===== src/rtl/cmos_capture_16b_pkg.sv =====
// Shared video definitions: capture FSM encoding and RGB565 pixel format.
package cmos_capture_16b_pkg;

  typedef enum logic [1:0] {
    ST_IDLE = 2'd0,
    ST_SKIP = 2'd1,
    ST_RUN  = 2'd2
  } cap_state_t;

  localparam int R_W    = 5;
  localparam int G_W    = 6;
  localparam int B_W    = 5;
  localparam int PIX_W  = R_W + G_W + B_W;
  localparam int BYTE_W = 8;
  localparam int PCNT_W = 12;
  localparam logic [PCNT_W-1:0] PCNT_MAX = '1;

  // Join the two DVP bytes of a pixel; hi_first selects which byte is [15:8].
  function automatic logic [PIX_W-1:0] pack_pair(input logic [BYTE_W-1:0] first,
                                                 input logic [BYTE_W-1:0] second,
                                                 input logic hi_first);
    return hi_first ? {first, second} : {second, first};
  endfunction

endpackage


===== src/rtl/cmos_capture_16b.sv =====
// DVP 8-bit to RGB565 capture: input register stage, frame-skip FSM,
// byte pairing, per-line length check and frame counting.
module cmos_capture_16b
  import cmos_capture_16b_pkg::*;
#(
  parameter int FRAME_SKIP = 10,
  parameter int H_PIX      = 640,
  parameter bit HI_FIRST   = 1'b1
) (
  input  logic        pixel_clk,
  input  logic        rst_n,
  input  logic [7:0]  cmos_data,
  input  logic        cmos_href,
  input  logic        cmos_vsync,
  output logic [15:0] pdata_o,
  output logic        de_o,
  output logic        vs_o,
  output logic [7:0]  frame_cnt,
  output logic        line_err
);

  logic [BYTE_W-1:0] data_s1, byte_lat;
  logic              href_s1, vsync_s1, href_d;
  logic              phase, trunc;
  logic [PCNT_W-1:0] pix_cnt;
  logic [7:0]        skip_cnt, skip_nxt;
  cap_state_t        state, state_nxt;
  logic              vs_rise, href_fall, pix_done;

  // vs_o is s1 vsync delayed once, so it doubles as the edge-detect history.
  assign vs_rise   = vsync_s1 & ~vs_o;
  assign href_fall = href_d & ~href_s1;
  // A pair landing on the vsync edge belongs to a truncated line and is dropped.
  assign pix_done  = href_s1 & phase & ~vs_rise;

  // Input stage: every decision below looks only at these registered copies.
  always_ff @(posedge pixel_clk or negedge rst_n) begin
    if (!rst_n) begin
      data_s1  <= '0;
      href_s1  <= 1'b0;
      vsync_s1 <= 1'b0;
      href_d   <= 1'b0;
    end else begin
      data_s1  <= cmos_data;
      href_s1  <= cmos_href;
      vsync_s1 <= cmos_vsync;
      href_d   <= href_s1;
    end
  end

  // State register for the skip/run sequencer.
  always_ff @(posedge pixel_clk or negedge rst_n) begin
    if (!rst_n) begin
      state    <= ST_IDLE;
      skip_cnt <= '0;
    end else begin
      state    <= state_nxt;
      skip_cnt <= skip_nxt;
    end
  end

  // Next state: count vsync edges until FRAME_SKIP whole frames have passed.
  always_comb begin
    state_nxt = state;
    skip_nxt  = skip_cnt;
    case (state)
      ST_IDLE: if (vs_rise) begin
        if (FRAME_SKIP == 0) state_nxt = ST_RUN;
        else begin
          state_nxt = ST_SKIP;
          skip_nxt  = 8'd1;
        end
      end
      ST_SKIP: if (vs_rise) begin
        if (int'(skip_cnt) >= FRAME_SKIP) state_nxt = ST_RUN;
        else skip_nxt = skip_cnt + 8'd1;
      end
      ST_RUN:  state_nxt = ST_RUN;
      default: state_nxt = ST_IDLE;
    endcase
  end

  // Byte pairing: phase 0 latches, phase 1 completes; any gap or vsync edge realigns.
  always_ff @(posedge pixel_clk or negedge rst_n) begin
    if (!rst_n) begin
      phase    <= 1'b0;
      byte_lat <= '0;
    end else begin
      if (!href_s1 || vs_rise) phase <= 1'b0;
      else                     phase <= ~phase;
      if (href_s1 && !phase) byte_lat <= data_s1;
    end
  end

  // Per-line pixel count (saturating) and truncated-line marker.
  always_ff @(posedge pixel_clk or negedge rst_n) begin
    if (!rst_n) begin
      pix_cnt <= '0;
      trunc   <= 1'b0;
    end else begin
      if (href_fall || vs_rise)              pix_cnt <= '0;
      else if (pix_done && pix_cnt != PCNT_MAX) pix_cnt <= pix_cnt + 1'b1;
      if (vs_rise && href_s1) trunc <= 1'b1;
      else if (href_fall)     trunc <= 1'b0;
    end
  end

  // Pixel output: one cycle after the completing byte, only while running.
  always_ff @(posedge pixel_clk or negedge rst_n) begin
    if (!rst_n) begin
      pdata_o <= '0;
      de_o    <= 1'b0;
      vs_o    <= 1'b0;
    end else begin
      vs_o <= vsync_s1;
      de_o <= pix_done && (state == ST_RUN);
      if (pix_done && state == ST_RUN) pdata_o <= pack_pair(byte_lat, data_s1, HI_FIRST);
    end
  end

  // Frame counter and sticky line error; the vsync clear beats a same-cycle set.
  always_ff @(posedge pixel_clk or negedge rst_n) begin
    if (!rst_n) begin
      frame_cnt <= '0;
      line_err  <= 1'b0;
    end else begin
      if (vs_rise && state_nxt == ST_RUN) frame_cnt <= frame_cnt + 8'd1;
      if (vs_rise) line_err <= 1'b0;
      else if (href_fall && state == ST_RUN && !trunc &&
               (phase || pix_cnt != PCNT_W'(H_PIX)))
        line_err <= 1'b1;
    end
  end

endmodule

===== config.mk =====
export PLATFORM = sky130hd
export DESIGN_NAME = cmos_capture_16b
export DESIGN_NICKNAME = d
export VERILOG_FILES = /design/src/rtl/cmos_capture_16b_pkg.sv /design/src/rtl/cmos_capture_16b.sv
export SDC_FILE = /design/constraint.sdc
export NUM_CORES = 1
export LEC_CHECK = 0
export BUFFER_PORTS_ARGS = -buffer_cell sky130_fd_sc_hd__buf_4
export CAP_MARGIN = 20
export CORE_MARGIN = 8
export CORE_UTILIZATION = 45
export CTS_BUF_LIST = sky130_fd_sc_hd__clkbuf_8
export CTS_CLUSTER_SIZE = 24
export DETAILED_ROUTE_END_ITERATION = 6
export PLACE_DENSITY_LB_ADDON = 0.3
export SLEW_MARGIN = 20
export SYNTH_ARGS = -nofsm -noshare
export SYNTH_HDL_FRONTEND = slang
export SYNTH_SLANG_ARGS = --single-unit

===== constraint.sdc =====
create_clock -name pixel_clk -period 3.9 [get_ports pixel_clk]
set_clock_uncertainty 0.05 [all_clocks]
set_input_delay 1.17 -clock pixel_clk [delete_from_list [all_inputs] [get_ports pixel_clk]]
set_output_delay 1.17 -clock pixel_clk [all_outputs]
set_load 0.1 [all_outputs]

==> results.py, run 1 <==
metrics = {
    "status": {
        "status": "completed",
    },
    "worst_hold_path": {
        "holdPathEnd": "vs_o",
        "min_from": "vsync_s1",
        "holdPathStages": 0,
        "hold_class": "flip-flop to flip-flop",
    },
    "clock_tree": {
        "post_cts_buffers": 0,
        "clk_latency_ns": 0.33,
        "clk_pin_slew_worst_paths_ns": 0.08,
        "clockBufferDepth": 2,
        "cts_hold_buf": 0,
        "root_buffer": "clkbuf_8",
        "cts_resized": 0,
        "cts_tree": "built",
        "cts_buffers": 9,
        "h-tree-depth": 3,
        "cts.sinks": 70,
    },
    "power": {
        "switching_share_pct": 31.9,
        "power_frac_clock_pct": 33.0,
        "internal_power_uw": 1190,
        "peakVddDrop_mv": 0.325,
        "p_total_uw": 1740,
        "p_leak_uw": 0.00166,
        "switchingPower_uw": 556,
        "pwr_density_cell_nw_per_um2": 499,
        "pwr-share-seq_pct": 48.6,
        "comb_power_share_pct": 18.4,
    },
    "floorplan": {
        "fp-row-count": 29,
        "die_area_um2": 9420,
        "ioPinCount": 39,
        "initial_core_util_pct": 46.5,
        "fp.dieH_um": 97.0,
        "core_area_um2": 6350,
        "die_w_um": 97.0,
    },
    "logic_synthesis": {
        "synth_nets": 257,
        "synth.distinct_cells": 41,
        "syn_inst": 240,
        "netlist_area_um2": 2960,
        "ys_seq_area_share_pct": 59.3,
        "ys_ff_latch": 70,
        "avgSynthCellArea_um2": 12.3,
        "synth_edf_count": 0,
        "synth_ff_type": "dfrtp_1",
        "synth_warnings": 0,
        "async_flop_share_pct": 100,
    },
    "place": {
        "place.port_buffers": 38,
        "place_congestion": 0.797,
        "hpwl_mm": 3.72,
        "postPlaceCellArea_um2": 3300,
    },
    "sta": {
        "slew_headroom_pct": 43.0,
        "timing.fmax_mhz": 424,
        "period_share_pct": 60.5,
        "setup-violations-final": 0,
        "finalHoldViolations": 0,
        "hold_slack_ns": 0.383,
        "rsz0062_at_grt": "false",
        "fin_crit_ns": 2.36,
        "fin_setup_tns_ns": 0,
        "drv_slew": 0,
        "worstMarginPinSlew_ns": 0.854,
    },
    "global_routing": {
        "grt_overflow": 0,
        "grt_pass1_wl_mm": 9.42,
        "grt_pass1_vias": 1998,
        "antenna_found_initial": 0,
        "grt_max_degree": 71,
        "grt_usage_pct": 11.8,
    },
    "setup_path": {
        "cp_num_buf_inv": 0,
        "start_kind": "flip-flop",
        "r2r-end": "pdata_o[9]",
        "ff2ff_path_depth": 3,
        "rr_startpoint": "state[0]",
        "crit_chain": "nor2b_1 -> and2_1 -> mux2_2",
        "cp_slowest_stage_delay_ns": 0.74,
        "critPathCaptureType": "flip-flop",
        "critical_path_required_ns": 4.07,
        "cp_slowest_cell": "and2_1",
        "cp_max_fo": 17,
        "crit_type": "flip-flop to flip-flop",
        "r2r_slack_ns": 1.54,
        "crit_arrival_ns": 2.53,
        "crit_family": "simple AND/OR/NAND/NOR gates",
    },
    "cells_and_area": {
        "fin_util_pct": 55.1,
        "diodes": 0,
        "seqCellArea_um2": 1750,
        "drive_above_1_share_pct": 29.1,
        "design_area_um2": 3500,
        "fillers": 529,
        "multi_input_area_um2": 1140,
        "area_delta_synth_final_pct": 18.3,
        "finalNetCount": 297,
    },
    "flow_run": {
        "cap_violations": 0,
    },
    "drt": {
        "wirelength_mm": 5.45,
        "dr.pass1.iters": 4,
        "drc_errors": 0,
        "wire_per_inst_um": 15.0,
        "via_count": 1992,
        "via_per_inst": 5.50,
        "drt_iter0_markers": 83,
        "antenna_left": 0,
    },
}
## cells in the mapped netlist (2+ instances only)
library cell,n,area [um^2]
o31ai_1,6,45.0
mux2_2,25,282
and2b_1,2,15.0
a21oi_1,9,45.0
o2111ai_1,3,26.3
and3_1,5,31.3
o21ai_0,7,35.0
dfrtp_1,70,1750
and2_1,2,12.5
or3_1,5,31.3
nor2b_1,6,37.5
nand3_1,7,35.0
mux2i_1,3,30.0
o211a_1,2,20.0
buf_2,4,20.0
clkbuf_1,5,18.8
ha_1,5,62.6
nor2_1,9,33.8
a31oi_1,3,18.8
xnor2_1,7,61.3
nand2_1,10,37.5
inv_1,7,26.3
nor3_1,8,40.0
nand2b_1,2,12.5
or4_1,4,30.0
o211ai_1,3,22.5
nor4b_1,4,35.0
a21o_1,4,30.0
## area by class of cell
| type | count | area share (%) |
|---|---|---|
| well taps | 77 | 2.76 |
| clock inverters | 7 | 2.11 |
| flip-flops and latches | 70 | 50.1 |
| repair buffers | 38 | 8.16 |
| inverters | 7 | 0.752 |
| multi-input cells | 154 | 32.6 |
| clock buffers | 9 | 3.54 |
## worst max-delay path by stage
stage | start | end | cells after the start
finish | state[0] | pdata_o[9] | 3
global route | state[0] | pdata_o[9] | 3
CTS | state[0] | pdata_o[9] | 3
detailed placement | state[0] | pdata_o[14] | 3
global placement | state[0] | pdata_o[1] | 3
floorplan | vs_o | pix_cnt[11] | 5
## routing by layer
layer | GRT usage, % | routed length (um)
met1 | 15.5 | 2640
met2 | 17.8 | 2440
met3 | 4.69 | 334
met4 | 2.84 | 36
met5 | 0 | 0
## metrics by stage
step	worst slack [ns]	cells
floorplan	1.56	240
global route	1.42	362
detailed placement	1.55	346
finish	1.54	362
global placement	1.62	346
CTS	1.57	362
## layout by cell type, fill, tap and decap left out, types with 5 or more instances in the layout
cell type and count:
dfrtp_1 70, buf_4 38, mux2_2 25, nand2_1 10, nor2_1 9, a21oi_1 9, clkbuf_8 9, inv_1 8
nor3_1 8, nand3_1 7, xnor2_1 7, o21ai_0 7, o31ai_1 6, nor2b_1 6, or3_1 5, and3_1 5
ha_1 5
## kinds of logic after synthesis
logic type / count (synthesis) / share of synthesized area [%]
AND/OR/NAND/NOR: 73 / 14.5
flip-flops: 70 / 59.3
AO/OA/AOI/OAI: 41 / 9.27
multiplexers: 28 / 10.5
buffers and inverters: 16 / 2.20
XOR/XNOR: 7 / 2.07
adder cells (fa/ha/maj): 5 / 2.12
## sequential cells by signal, summed over array words and instances (netlist names), 2 cells and up
register	count
skip_cnt	8
byte_lat	8
data_s1	8
pix_cnt	12
frame_cnt	8
pdata_o	16
state	2
## power groups by stage
stage	clock, uW	combinational (uW)	sequential, uW
after floorplan	0	143	952
after global placement	0	315	857
after detailed placement	0	323	861
after CTS	593	324	847
after global routing	619	347	856
final	576	321	847
Power figures use the tool's default switching activity.
==> run 2: changes to the inputs <==
Settings changed: ABC_AREA set to 1.
Clock period 3.9 ns to 1.9 ns, I/O delays scaled along.
==> run 2 against run 1 <==
Global-route usage grew 1.5 points. Hold slack lost 0.37 ns. Register-to-register slack lost 1.3 ns. Total power grew 93%. Utilization shrank 0.64 points. Largest power group unchanged.
==> results.py, run 2 <==
metrics = {
    "setup_path": {
        "cp_num_buf_inv": 1,
        "crit_arrival_ns": 1.13,
        "cp_max_fo": 6,
        "start_kind": "flip-flop",
        "cp_slowest_cell": "dfrtp_1",
        "crit_chain": "buf_4",
        "crit_family": "flip-flops",
        "critPathCaptureType": "output pin",
        "cp_slowest_stage_delay_ns": 0.45,
        "r2r_slack_ns": 0.23,
        "critical_path_required_ns": 1.28,
        "crit_type": "flip-flop to output pin",
    },
    "clock_tree": {
        "clk_pin_slew_worst_paths_ns": 0.08,
        "cts_buffers": 9,
        "cts_tree": "built",
        "cts.sinks": 70,
        "h-tree-depth": 3,
        "root_buffer": "clkbuf_8",
        "clockBufferDepth": 2,
        "clk_latency_ns": 0.35,
    },
    "cells_and_area": {
        "drive_above_1_share_pct": 20.9,
        "area_delta_synth_final_pct": 18.3,
        "diodes": 0,
        "largest_register_ffs": 16,
        "finalNetCount": 413,
        "largestRegisters": "pdata_o (16), pix_cnt (12)",
        "mostFrequentLayoutCell": "nand2_1",
        "fin_util_pct": 54.4,
        "layout_common_cells": "nand2_1, dfrtp_1, buf_4",
        "fin_cells": 481,
        "top_register": "pdata_o",
    },
    "floorplan": {
        "die_w_um": 98.9,
        "initial_core_util_pct": 46.0,
        "ioPinCount": 39,
        "die_area_um2": 9780,
        "fp.dieH_um": 98.9,
        "core_area_um2": 6720,
        "fp-row-count": 30,
    },
    "drt": {
        "via_count": 2382,
        "via_per_inst": 4.95,
        "drt_iter0_markers": 107,
        "antenna_left": 0,
        "drc_errors": 0,
        "wire_per_inst_um": 12.7,
        "wirelength_mm": 6.11,
        "dr.pass1.iters": 4,
    },
    "global_routing": {
        "grt_pass1_wl_mm": 10.5,
        "grt_max_degree": 43,
        "grt_overflow": 0,
        "antenna_found_initial": 0,
        "grt_pass1_vias": 2336,
        "grt_usage_pct": 13.3,
    },
    "logic_synthesis": {
        "synth_warnings": 0,
        "async_flop_share_pct": 100,
        "synth_edf_count": 0,
        "synth_nets": 367,
        "synth.distinct_cells": 28,
        "ys_seq_area_share_pct": 56.7,
        "ys_ff_latch": 70,
        "synth.area.top_cells": "dfrtp_1, nand2_1, inv_1, nand3_1, nor2_1",
        "yosysMostFrequentCell": "nand2_1",
        "netlist_area_um2": 3090,
        "yosysTopAreaCell": "dfrtp_1",
        "synth_ff_type": "dfrtp_1",
        "syn_inst": 350,
        "synth_top_area_share_pct": 56.7,
        "avgSynthCellArea_um2": 8.83,
        "synth_common_cells": "nand2_1, dfrtp_1, inv_1, nor2_1, nand3_1",
    },
    "place": {
        "place.port_buffers": 38,
        "hpwl_mm": 4.41,
        "place_inst": 465,
        "place_congestion": 0.884,
    },
    "sta": {
        "rsz0062_at_grt": "false",
        "timing.fmax_mhz": 571,
        "setup-violations-final": 0,
        "worstMarginPinSlew_ns": 0.530,
        "fin_setup_tns_ns": 0,
        "fin_crit_ns": 1.75,
        "drv_slew": 0,
        "finalHoldViolations": 0,
        "slew_headroom_pct": 64.7,
        "period_share_pct": 92.2,
    },
    "worst_hold_path": {
        "hold_class": "primary input to asynchronous set/reset pin",
    },
    "power": {
        "peakVddDrop_mv": 0.789,
        "p_leak_uw": 0.00186,
        "pwr_density_cell_nw_per_um2": 921,
    },
    "flow_run": {
        "cap_violations": 0,
    },
    "status": {
        "status": "completed",
    },
}
[run 2: changes by cell type in the layout (fill, tap and decap cells not counted), sizes merged, moves of 6 or more]
cell | before | now
nand2 | 11 | 115
nand3 | 7 | 26
inv | 9 | 38
mux2 | 25 | 0
nor2 | 9 | 32
nor2b | 7 | 0
o31ai | 6 | 0
o21ai | 7 | 31
[run 2: logic make-up (layout without fill, tap and decap cells)]
kind of cell	Yosys count	after routing	share of synthesized area, %
and+or+nand+nor	186	186	26.1
DFF	70	70	56.7
buffers and inverters	45	96	6.23
AOI/OAI and AO/OA	38	38	7.28
xor gates and xnor gates	6	6	1.70
adders and majority gates	5	5	2.02
[run 2: path summary, 6_finish.rpt]
kind                              start           end  cells after the start
max                        frame_cnt[5]  frame_cnt[5]                      1
min                               rst_n    pix_cnt[8]                      1
max reg2reg                  pix_cnt[0]    pix_cnt[4]                      9
min reg2reg                     href_s1        href_d                      0
max in group asynchronous         rst_n      vsync_s1                      2
min in group pixel_clk     cmos_data[1]    data_s1[1]                      1
[run 2: repair_timing]
action	CTS	global route
buffers inserted	0	0
gates resized for setup	0	1
hold buffers	0	0
endpoints found under the setup margin	0	8
endpoints found under the hold margin	0	0
[run 2: power breakdown]
part,total (uW),internal [uW],switching (uW)
combinational,622,160,462
sequential,1700,1610,85.8
clock,1050,501,546
total,3370,2270,1090
[run 2: routing by layer]
metal / part of all wire, % / GRT usage (%)
met3: 5.9 / 5.29
met5: 0 / 0
met2: 47 / 21.4
met4: 1.3 / 4.37
met1: 46 / 16.0
[run 2: cell type report]
class | instances | area [um^2]
sequential | 70 | 1760
fill | 604 | 3060
inverter | 39 | 154
clock buffer | 10 | 138
multi-input combinational | 235 | 1150
tap | 80 | 100
timing repair buffer | 41 | 320
clock inverter | 6 | 37.5
[run 2: metrics by stage]
| stage | hold WS, ns | worst slack, ns | instance area, um^2 | power, uW |
|---|---|---|---|---|
| global placement | 0.348 | 0.242 | 3480 | 2330 |
| finish | 0.00970 | 0.149 | 3660 | 3370 |
| global route | 0.00295 | 0.00165 | 3660 | 3560 |
| CTS | 0.00305 | 0.129 | 3650 | 3410 |
| detailed placement | 0.348 | 0.205 | 3480 | 2350 |
| floorplan | 0.224 | 0.0556 | 3100 | 2170 |
